$ cat config.mk
export PLATFORM = sky130hd
export DESIGN_NAME = stream_demux2
export DESIGN_NICKNAME = d
export VERILOG_FILES = /design/src/rtl/stream_demux2.sv
export SDC_FILE = /design/constraint.sdc
export NUM_CORES = 1
export LEC_CHECK = 0
export CAP_MARGIN = 20
export CORE_MARGIN = 1
export CORE_UTILIZATION = 57
export CTS_BUF_LIST = sky130_fd_sc_hd__clkbuf_16
export DETAILED_ROUTE_END_ITERATION = 7
export DONT_BUFFER_PORTS = 1
export GPL_TIMING_DRIVEN = 0
export PLACE_DENSITY = 0.81
export SETUP_SLACK_MARGIN = 0.4
export SYNTH_ARGS = -nofsm -noshare
export SYNTH_HDL_FRONTEND = slang
export SYNTH_SLANG_ARGS = --single-unit
$ cat constraint.sdc
create_clock -name clk -period 2.35 [get_ports clk]
set_input_delay 0.47 -clock clk [delete_from_list [all_inputs] [get_ports clk]]
set_output_delay 0.47 -clock clk [all_outputs]
set_load 0.005 [all_outputs]
$ cat src/rtl/stream_demux2.sv
// rtl/stream_demux2.sv - 1:2 stream demux steering beats into per-channel FIFOs
// Channel FIFO with beat counter; instantiated once per output channel.
module stream_demux2_fifo #(
    parameter int WIDTH = 8,
    parameter int DEPTH = 4,
    parameter int CNT_W = 16
) (
    input  logic             clk,
    input  logic             rst,
    input  logic             push,
    input  logic [WIDTH-1:0] push_data,
    input  logic             pop_ready,
    output logic             full,
    output logic             valid,
    output logic [WIDTH-1:0] data,
    output logic [CNT_W-1:0] count
);
    localparam int PTR_W = $clog2(DEPTH);
    localparam logic [PTR_W:0] FULL_OCC = DEPTH[PTR_W:0];

    logic [WIDTH-1:0] mem_q [DEPTH];
    logic [WIDTH-1:0] mem_d [DEPTH];
    logic [PTR_W-1:0] wr_ptr_q, wr_ptr_d;
    logic [PTR_W-1:0] rd_ptr_q, rd_ptr_d;
    logic [PTR_W:0]   occ_q, occ_d;
    logic [CNT_W-1:0] cnt_q, cnt_d;
    logic             pop;

    assign full  = (occ_q == FULL_OCC);
    assign valid = (occ_q != '0);
    assign data  = mem_q[rd_ptr_q];
    assign count = cnt_q;
    assign pop   = valid & pop_ready;

    always_comb begin
        mem_d    = mem_q;
        wr_ptr_d = wr_ptr_q;
        rd_ptr_d = rd_ptr_q;
        occ_d    = occ_q;
        cnt_d    = cnt_q;
        if (push) begin
            mem_d[wr_ptr_q] = push_data;
            wr_ptr_d        = wr_ptr_q + PTR_W'(1);
            cnt_d           = cnt_q + CNT_W'(1);
        end
        if (pop) begin
            rd_ptr_d = rd_ptr_q + PTR_W'(1);
        end
        // Push and pop together leave occupancy unchanged.
        case ({push, pop})
            2'b10:   occ_d = occ_q + (PTR_W+1)'(1);
            2'b01:   occ_d = occ_q - (PTR_W+1)'(1);
            default: occ_d = occ_q;
        endcase
    end

    always_ff @(posedge clk) begin
        if (rst) begin
            for (int i = 0; i < DEPTH; i++) begin
                mem_q[i] <= '0;
            end
            wr_ptr_q <= '0;
            rd_ptr_q <= '0;
            occ_q    <= '0;
            cnt_q    <= '0;
        end else begin
            mem_q    <= mem_d;
            wr_ptr_q <= wr_ptr_d;
            rd_ptr_q <= rd_ptr_d;
            occ_q    <= occ_d;
            cnt_q    <= cnt_d;
        end
    end
endmodule

module stream_demux2 #(
    parameter int WIDTH = 8,
    parameter int DEPTH = 4,
    parameter int CNT_W = 16
) (
    input  logic             clk,
    input  logic             rst,
    input  logic             in_valid,
    input  logic             in_sel,
    input  logic [WIDTH-1:0] in_data,
    output logic             in_ready,
    output logic             est_valid,
    output logic [WIDTH-1:0] est_data,
    input  logic             est_ready,
    output logic             rand_valid,
    output logic [WIDTH-1:0] rand_data,
    input  logic             rand_ready,
    output logic [CNT_W-1:0] est_count,
    output logic [CNT_W-1:0] rand_count
);
    logic est_full, rand_full;
    logic est_push, rand_push;

    // Readiness follows the selected channel only; a full channel never takes push-through.
    assign in_ready  = ~rst & ~(in_sel ? rand_full : est_full);
    assign est_push  = in_valid & in_ready & ~in_sel;
    assign rand_push = in_valid & in_ready & in_sel;

    stream_demux2_fifo #(.WIDTH(WIDTH), .DEPTH(DEPTH), .CNT_W(CNT_W)) u_est (
        .clk       (clk),
        .rst       (rst),
        .push      (est_push),
        .push_data (in_data),
        .pop_ready (est_ready),
        .full      (est_full),
        .valid     (est_valid),
        .data      (est_data),
        .count     (est_count)
    );

    stream_demux2_fifo #(.WIDTH(WIDTH), .DEPTH(DEPTH), .CNT_W(CNT_W)) u_rand (
        .clk       (clk),
        .rst       (rst),
        .push      (rand_push),
        .push_data (in_data),
        .pop_ready (rand_ready),
        .full      (rand_full),
        .valid     (rand_valid),
        .data      (rand_data),
        .count     (rand_count)
    );
endmodule
# Word-level counts from Yosys, hierarchy flattened
# Cells that the tools add are included.
# W data, S select, Z words.
op_classes:
  n_addsub: 10
  multipliers: 0
  div_mod_pow: 0
  order_cmp: 6
  eq_ne: 6
  shifts: 0
  n_mux: 15
  n_bitwise: 13
  reduce_logical: 6
op_table:
  columns: ["cell", "n"]
  rows:
  - ["$bwmux W32", 2]
  - ["$mux W8", 6]
  - ["$add A16 B1 Y16 const B", 2]
  - ["$bmux W8 S2", 2]
  - ["$demux W8 S2", 2]
  - ["$ge A3 B3 Y1 const B", 4]
  - ["$not A2 Y3", 4]
  - ["$pmux W3 S2", 2]
  - ["$add A2 B1 Y2 const B", 4]
  - ["$add A3 B1 Y3 const B", 2]
  - ["$and A1 B1 Y1", 6]
  - ["$eq A3 B3 Y1 const B", 2]
  - ["$lt A3 B1 Y1 const B", 2]
  - ["$reduce_bool A3 Y1", 2]
  - ["$sub A3 B1 Y3 const B", 2]
  - ["$eq A2 B1 Y1 const B", 2]
  - ["$eq A2 B2 Y1 const B", 2]
  - ["$reduce_bool A2 Y1", 2]
  - ["$not A1 Y1", 3]
  - ["$logic_and A1 B1 Y1", 2]
  - ["$mux W1", 1]
word_totals:
  ff_bits: 110
  latch_bits: 0
  mem_bits_rw: 0
  mem_bits_ro: 0
  inputBits: 14
  out_inout_bits: 51
  mem_count: 0

# Longest topological paths before layout
depth:
  depth_word: 8
  mapped_depth: 10
  depth_no_buf: 9

# Hierarchy
# From an unflattened synthesis, not the netlist that was laid out.
unflattened:
  cells_unflattened: 554
  hier_area_um2: 4918.5
by_module_without_submodules:
  columns: ["mod", "instances", "cells_per_inst", "area_per_inst_um2"]
  rows:
  - ["stream_demux2_fifo at u_est", 1, 278, 2461.1]
  - ["stream_demux2_fifo at u_rand", 1, 271, 2412.3]
  - ["stream_demux2", 1, 5, 45.0]

# Worst setup path after synthesis
# OpenSTA, ideal clock, no wires.
synth_path:
  path_type: "register to register"
  start: "reg u_est.occ_q[0]"
  end: "reg u_est.occ_q[2]"
  arrival_ps: 2405
  t_required_ps: 2280
  path_slack_ps: -125
  path_stages_with_launch: 10
  n_path_buf: 1
  synth_period_minus_slack_ps: 2475
  cell_sequence: "dfxtp_1 > or3b_2 > clkbuf_1 > nand2_1 > ha_1 > inv_1 > fa_1 > xor2_1 > or3_1 > a21oi_1"
synth_between:
  elab_chain_cells: 8
  word_cells_on_any_way: 14
  cone_classes: "add/sub: 2; eq/ne: 3; mux: 2; bitwise: 5; reduce/logical: 2"
synth_rtl:
  columns: ["element", "line", "rtl"]
  rows:
  - ["from (decl)", "25", "logic [PTR_W:0] occ_q, occ_d;"]
  - ["from (signal assigned)", "64", "occ_q <= '0;"]
  - ["from (signal assigned)", "70", "occ_q <= occ_d;"]
  - ["$eq A3 B3 Y1", "29", "assign full = (occ_q == FULL_OCC);"]
  - ["$mux W1", "100", "assign in_ready = ~rst & ~(in_sel ? rand_full : est_full);"]
  - ["$not A1 Y1", "100", null]
  - ["$and A1 B1 Y1", "100", null]
  - ["$and A1 B1 Y1 (2 in a row)", "101", "assign est_push = in_valid & in_ready & ~in_sel;"]
  - ["$eq A2 B1 Y1 or $eq A2 B2 Y1 (tied branches)", "50", "case ({push, pop})"]
  - ["$pmux W3 S2 or $reduce_bool A2 Y1 (tied branches)", null, null]
# Parallel ways exist; a longest one is shown, timed or not.
# A chain may end at the register's enable or synchronous reset.

# Worst setup path in the final report
# Ends and elaborated chain as after synthesis.

==> run_results.csv <==
group,metric,value,unit
run_status,run_status,"finished, final reports clean",
floorplanning,row_count,33,
detailed_routing,detailroute.via_count,3719,
logic_synthesis,post_synthesis_cell_count,500,
layout,final-instance-count-excl-fill,636,
timing,final_period_minus_worst_setup_slack,2.12,ns
job,max_cap_violations,0,
cts,path_clk_slew,0.07,ns
timing,skew,0.00517,ns
power,p_sw,1.12,mW
cts,max-clock-path-buffers,2,
logic_synthesis,synth_edf_count,0,
layout,final_util,0.683,
critical_path,timing.critical_path.to_type,"flip-flop",
power,sequentialPowerShare,0.466,
critical_path,setup.worst_path.start_class,"flip-flop",
critical_path,worst-endpoint-arrival,2.39,ns
layout,final_cell_area,5670,um2
detailed_routing,detail_route.iter0.violations,131,
floorplanning,floorplan.io_pins,65,
logic_synthesis,synth_cell_types,41,
power,static-leakage-power,2.43,nW
global_routing,grt_start_max_net_pins,18,
logic_synthesis,synth.yosys.warnings,0,
power,ir_drop,0.000462,V
timing,post_layout_worst_setup_margin,0.226,ns
layout,antenna_cells_inserted,0,
detailed_routing,drt-total-wl,10.9,mm
power,power.clock.fraction,0.351,
critical_path,timing.setup.critical_path_class,"reg2reg",
floorplanning,chipHeight,95.3,um
floorplanning,chipWidth,95.3,um
global_routing,grt_overflow_total,0,
global_routing,grt_antenna_before_repair,0,
detailed_routing,remaining_drc_errors,0,
cts,worstSkewPairLatency,0.34,ns
floorplanning,core,8300,um2
timing,rsz0062_at_grt,"true",
timing,fin_hold_ws,0.492,ns
place,detailedPlace.worstSlack,0.151,ns
timing,slew_viol_final,0,
logic_synthesis,synth_top_flop_cell,"sky130_fd_sc_hd__dfxtp_1",
detailed_routing,route.detailed.wl_per_inst,17.1,um
timing,timing.setup.tns,0,ns
logic_synthesis,syn-num-nets,528,
cts,clock_tree.htree_level_count,3,
timing,finalSetupViolations,0,
logic_synthesis,synth.avg_cell_area,9.92,um2
power,netSwitchingFraction,0.263,
detailed_routing,ant_nets,0,
layout,area_growth_syn_to_layout,14.2,%
cts,clk_tree_root_cell,"sky130_fd_sc_hd__clkbuf_16",
power,totalPowerFinal,4.26,mW
global_routing,grt_pass1_vias,3701,
power,power_per_cell_area,752,nW/um2
place,place.port_buffers,0,
min_path,min-delay-path-class,"reg2reg",
detailed_routing,drt_pass1_iterations,4,
logic_synthesis,seq_area_frac_synth,0.444,
cts,cts_made_buffers,9,
place,post-place-cells,605,
place,detailedPlacementHpwl,7.30,mm
timing,hold_viol,0,
layout,drive_above_1_share,0.169,
power,combinationalPowerShare,0.183,
timing,slew_headroom,0.615,
floorplanning,initial_utilization,0.598,
place,post_dp_cell_area,5200,um2
power,internal_power,3.14,mW
critical_path,timing.critical_path.fanout_max,2,
cts,cts_tree,"yes",
detailed_routing,via_per_inst,5.85,
layout,fin_nets,554,
logic_synthesis,netlist.area_leader.share,0.444,
layout,fill_cells,628,
global_routing,grt_pass1_wl,17.0,mm
logic_synthesis,ys_ff_latch,110,
floorplanning,design.die.area,9080,um2
place,finalWeightedCongestion,0.760,
cts,post_cts_hold_buffer_count,0,
critical_path,critPathRequiredTime,2.62,ns
logic_synthesis,synthArstFlopShare,0,
logic_synthesis,netlist_top_cells_area,"sky130_fd_sc_hd__dfxtp_1, sky130_fd_sc_hd__mux2i_1, sky130_fd_sc_hd__mux4_2",
cts,clock_sinks,110,
logic_synthesis,synthesized_cell_area,4960,um2
timing,least_margin_pin_slew,0.577,ns
timing,achievable-frequency,471,MHz
logic_synthesis,most_area_hungry_cell_type_in_the_yosys_netlist,"sky130_fd_sc_hd__dfxtp_1",
timing,min_period_over_period,0.904,
global_routing,grt.total_usage,0.247,
## cell type report
type                    count  area (um2)  area share
multi-input cells         344        2670       0.471
flip-flops and latches    110        2220       0.392
clock buffers               9         225      0.0397
plain buffers              31         185      0.0327
well taps                 105         131      0.0232
repair buffers             15         113      0.0199
clock inverters             7        66.3      0.0117
inverters                  15        56.3     0.00993
## final timing paths
| check | to | depth (start not counted) | startpoint | slack [ns] |
|---|---|---|---|---|
| max reg2reg | u_est.occ_q[2] | 9 | u_est.occ_q[0] | 0.23 |
| min | u_rand.mem_q[12] | 2 | u_rand.mem_q[12] | 0.49 |
| min reg2reg | u_rand.mem_q[12] | 2 | u_rand.mem_q[12] | 0.49 |
| max | u_est.occ_q[2] | 9 | u_est.occ_q[0] | 0.23 |
## Yosys cell counts (4+ instances only)
| library cell | count |
|---|---|
| sky130_fd_sc_hd__a21oi_1 | 24 |
| sky130_fd_sc_hd__and4_1 | 4 |
| sky130_fd_sc_hd__clkbuf_1 | 25 |
| sky130_fd_sc_hd__dfxtp_1 | 110 |
| sky130_fd_sc_hd__ha_1 | 12 |
| sky130_fd_sc_hd__inv_1 | 15 |
| sky130_fd_sc_hd__mux2i_1 | 65 |
| sky130_fd_sc_hd__mux4_2 | 16 |
| sky130_fd_sc_hd__nand2_1 | 15 |
| sky130_fd_sc_hd__nand3_1 | 7 |
| sky130_fd_sc_hd__nand3_2 | 7 |
| sky130_fd_sc_hd__nand4_1 | 8 |
| sky130_fd_sc_hd__nor2_1 | 94 |
| sky130_fd_sc_hd__nor3_1 | 4 |
| sky130_fd_sc_hd__o21ai_0 | 17 |
| sky130_fd_sc_hd__or3_1 | 17 |
| sky130_fd_sc_hd__xnor2_1 | 12 |
| sky130_fd_sc_hd__xor2_1 | 10 |
## power by group through the flow
stage	Clock, mW	Sequential (mW)	Combinational (mW)
final	1.50	1.99	0.778
after global routing	1.58	1.99	0.853
after CTS	1.52	1.99	0.735
after detailed placement	0	2.04	0.630
after global placement	0	2.04	0.609
after floorplan	0	2.03	0.516
## repair_timing
item	4_1_cts	5_1_grt
pin swaps	5	2
setup endpoints to repair	27	8
setup buffers	12	3
gates resized for setup	14	10
## cell families after synthesis
logic type	share of synthesized area
and+or+nand+nor	0.185
DFF	0.444
muxes	0.204
AOI/OAI and AO/OA	0.0550
buffers and inverters	0.0356
xor gates and xnor gates	0.0388
adders and majority gates	0.0383
## layout by cell type, fill, tap and decap left out, types with 3 or more instances in the layout
master,netlist,layout
sky130_fd_sc_hd__clkbuf_8,0,3
sky130_fd_sc_hd__o21ai_0,17,17
sky130_fd_sc_hd__ha_1,12,10
sky130_fd_sc_hd__nand4_1,8,8
sky130_fd_sc_hd__clkbuf_16,0,10
sky130_fd_sc_hd__buf_4,0,17
sky130_fd_sc_hd__inv_1,15,15
sky130_fd_sc_hd__nand3_1,7,7
sky130_fd_sc_hd__xor2_1,10,10
sky130_fd_sc_hd__clkbuf_1,25,20
sky130_fd_sc_hd__a21oi_1,24,22
sky130_fd_sc_hd__xnor2_1,12,12
sky130_fd_sc_hd__mux4_2,16,16
sky130_fd_sc_hd__nand3_2,7,7
sky130_fd_sc_hd__nor3_1,4,4
sky130_fd_sc_hd__mux2i_1,65,65
sky130_fd_sc_hd__dfxtp_2,0,7
sky130_fd_sc_hd__dfxtp_4,0,3
sky130_fd_sc_hd__nor2_1,94,92
sky130_fd_sc_hd__dfxtp_1,110,100
sky130_fd_sc_hd__nand2_1,15,14
sky130_fd_sc_hd__and4_1,4,4
sky130_fd_sc_hd__or3_1,17,17
## layer usage
layer	up-vias	track usage	wire length, um
li1	1809	-	-
met1	1796	0.284	4500
met2	102	0.439	5440
met3	12	0.0630	770
met4	0	0.0896	151
met5	-	0	0
## flip-flops by register name, indices dropped and copies added, names as in the netlist
signal           flops
u_est.occ_q          3
u_est.wr_ptr_q       2
u_rand.mem_q        32
u_rand.count        16
u_est.count         16
u_est.rd_ptr_q       2
u_est.mem_q         32
u_rand.occ_q         3
u_rand.wr_ptr_q      2
u_rand.rd_ptr_q      2
## critical path: stages (launching register included)
cell and delay [ns]:
sky130_fd_sc_hd__dfxtp_4 0.34, sky130_fd_sc_hd__or3b_4 0.41, sky130_fd_sc_hd__clkbuf_16 0.17, sky130_fd_sc_hd__nand2_8 0.06, sky130_fd_sc_hd__ha_4 0.13, sky130_fd_sc_hd__inv_2 0.03
sky130_fd_sc_hd__fa_2 0.33, sky130_fd_sc_hd__xor2_1 0.15, sky130_fd_sc_hd__or3_1 0.32, sky130_fd_sc_hd__a21oi_2 0.11
(Power assumes the default switching activity.)
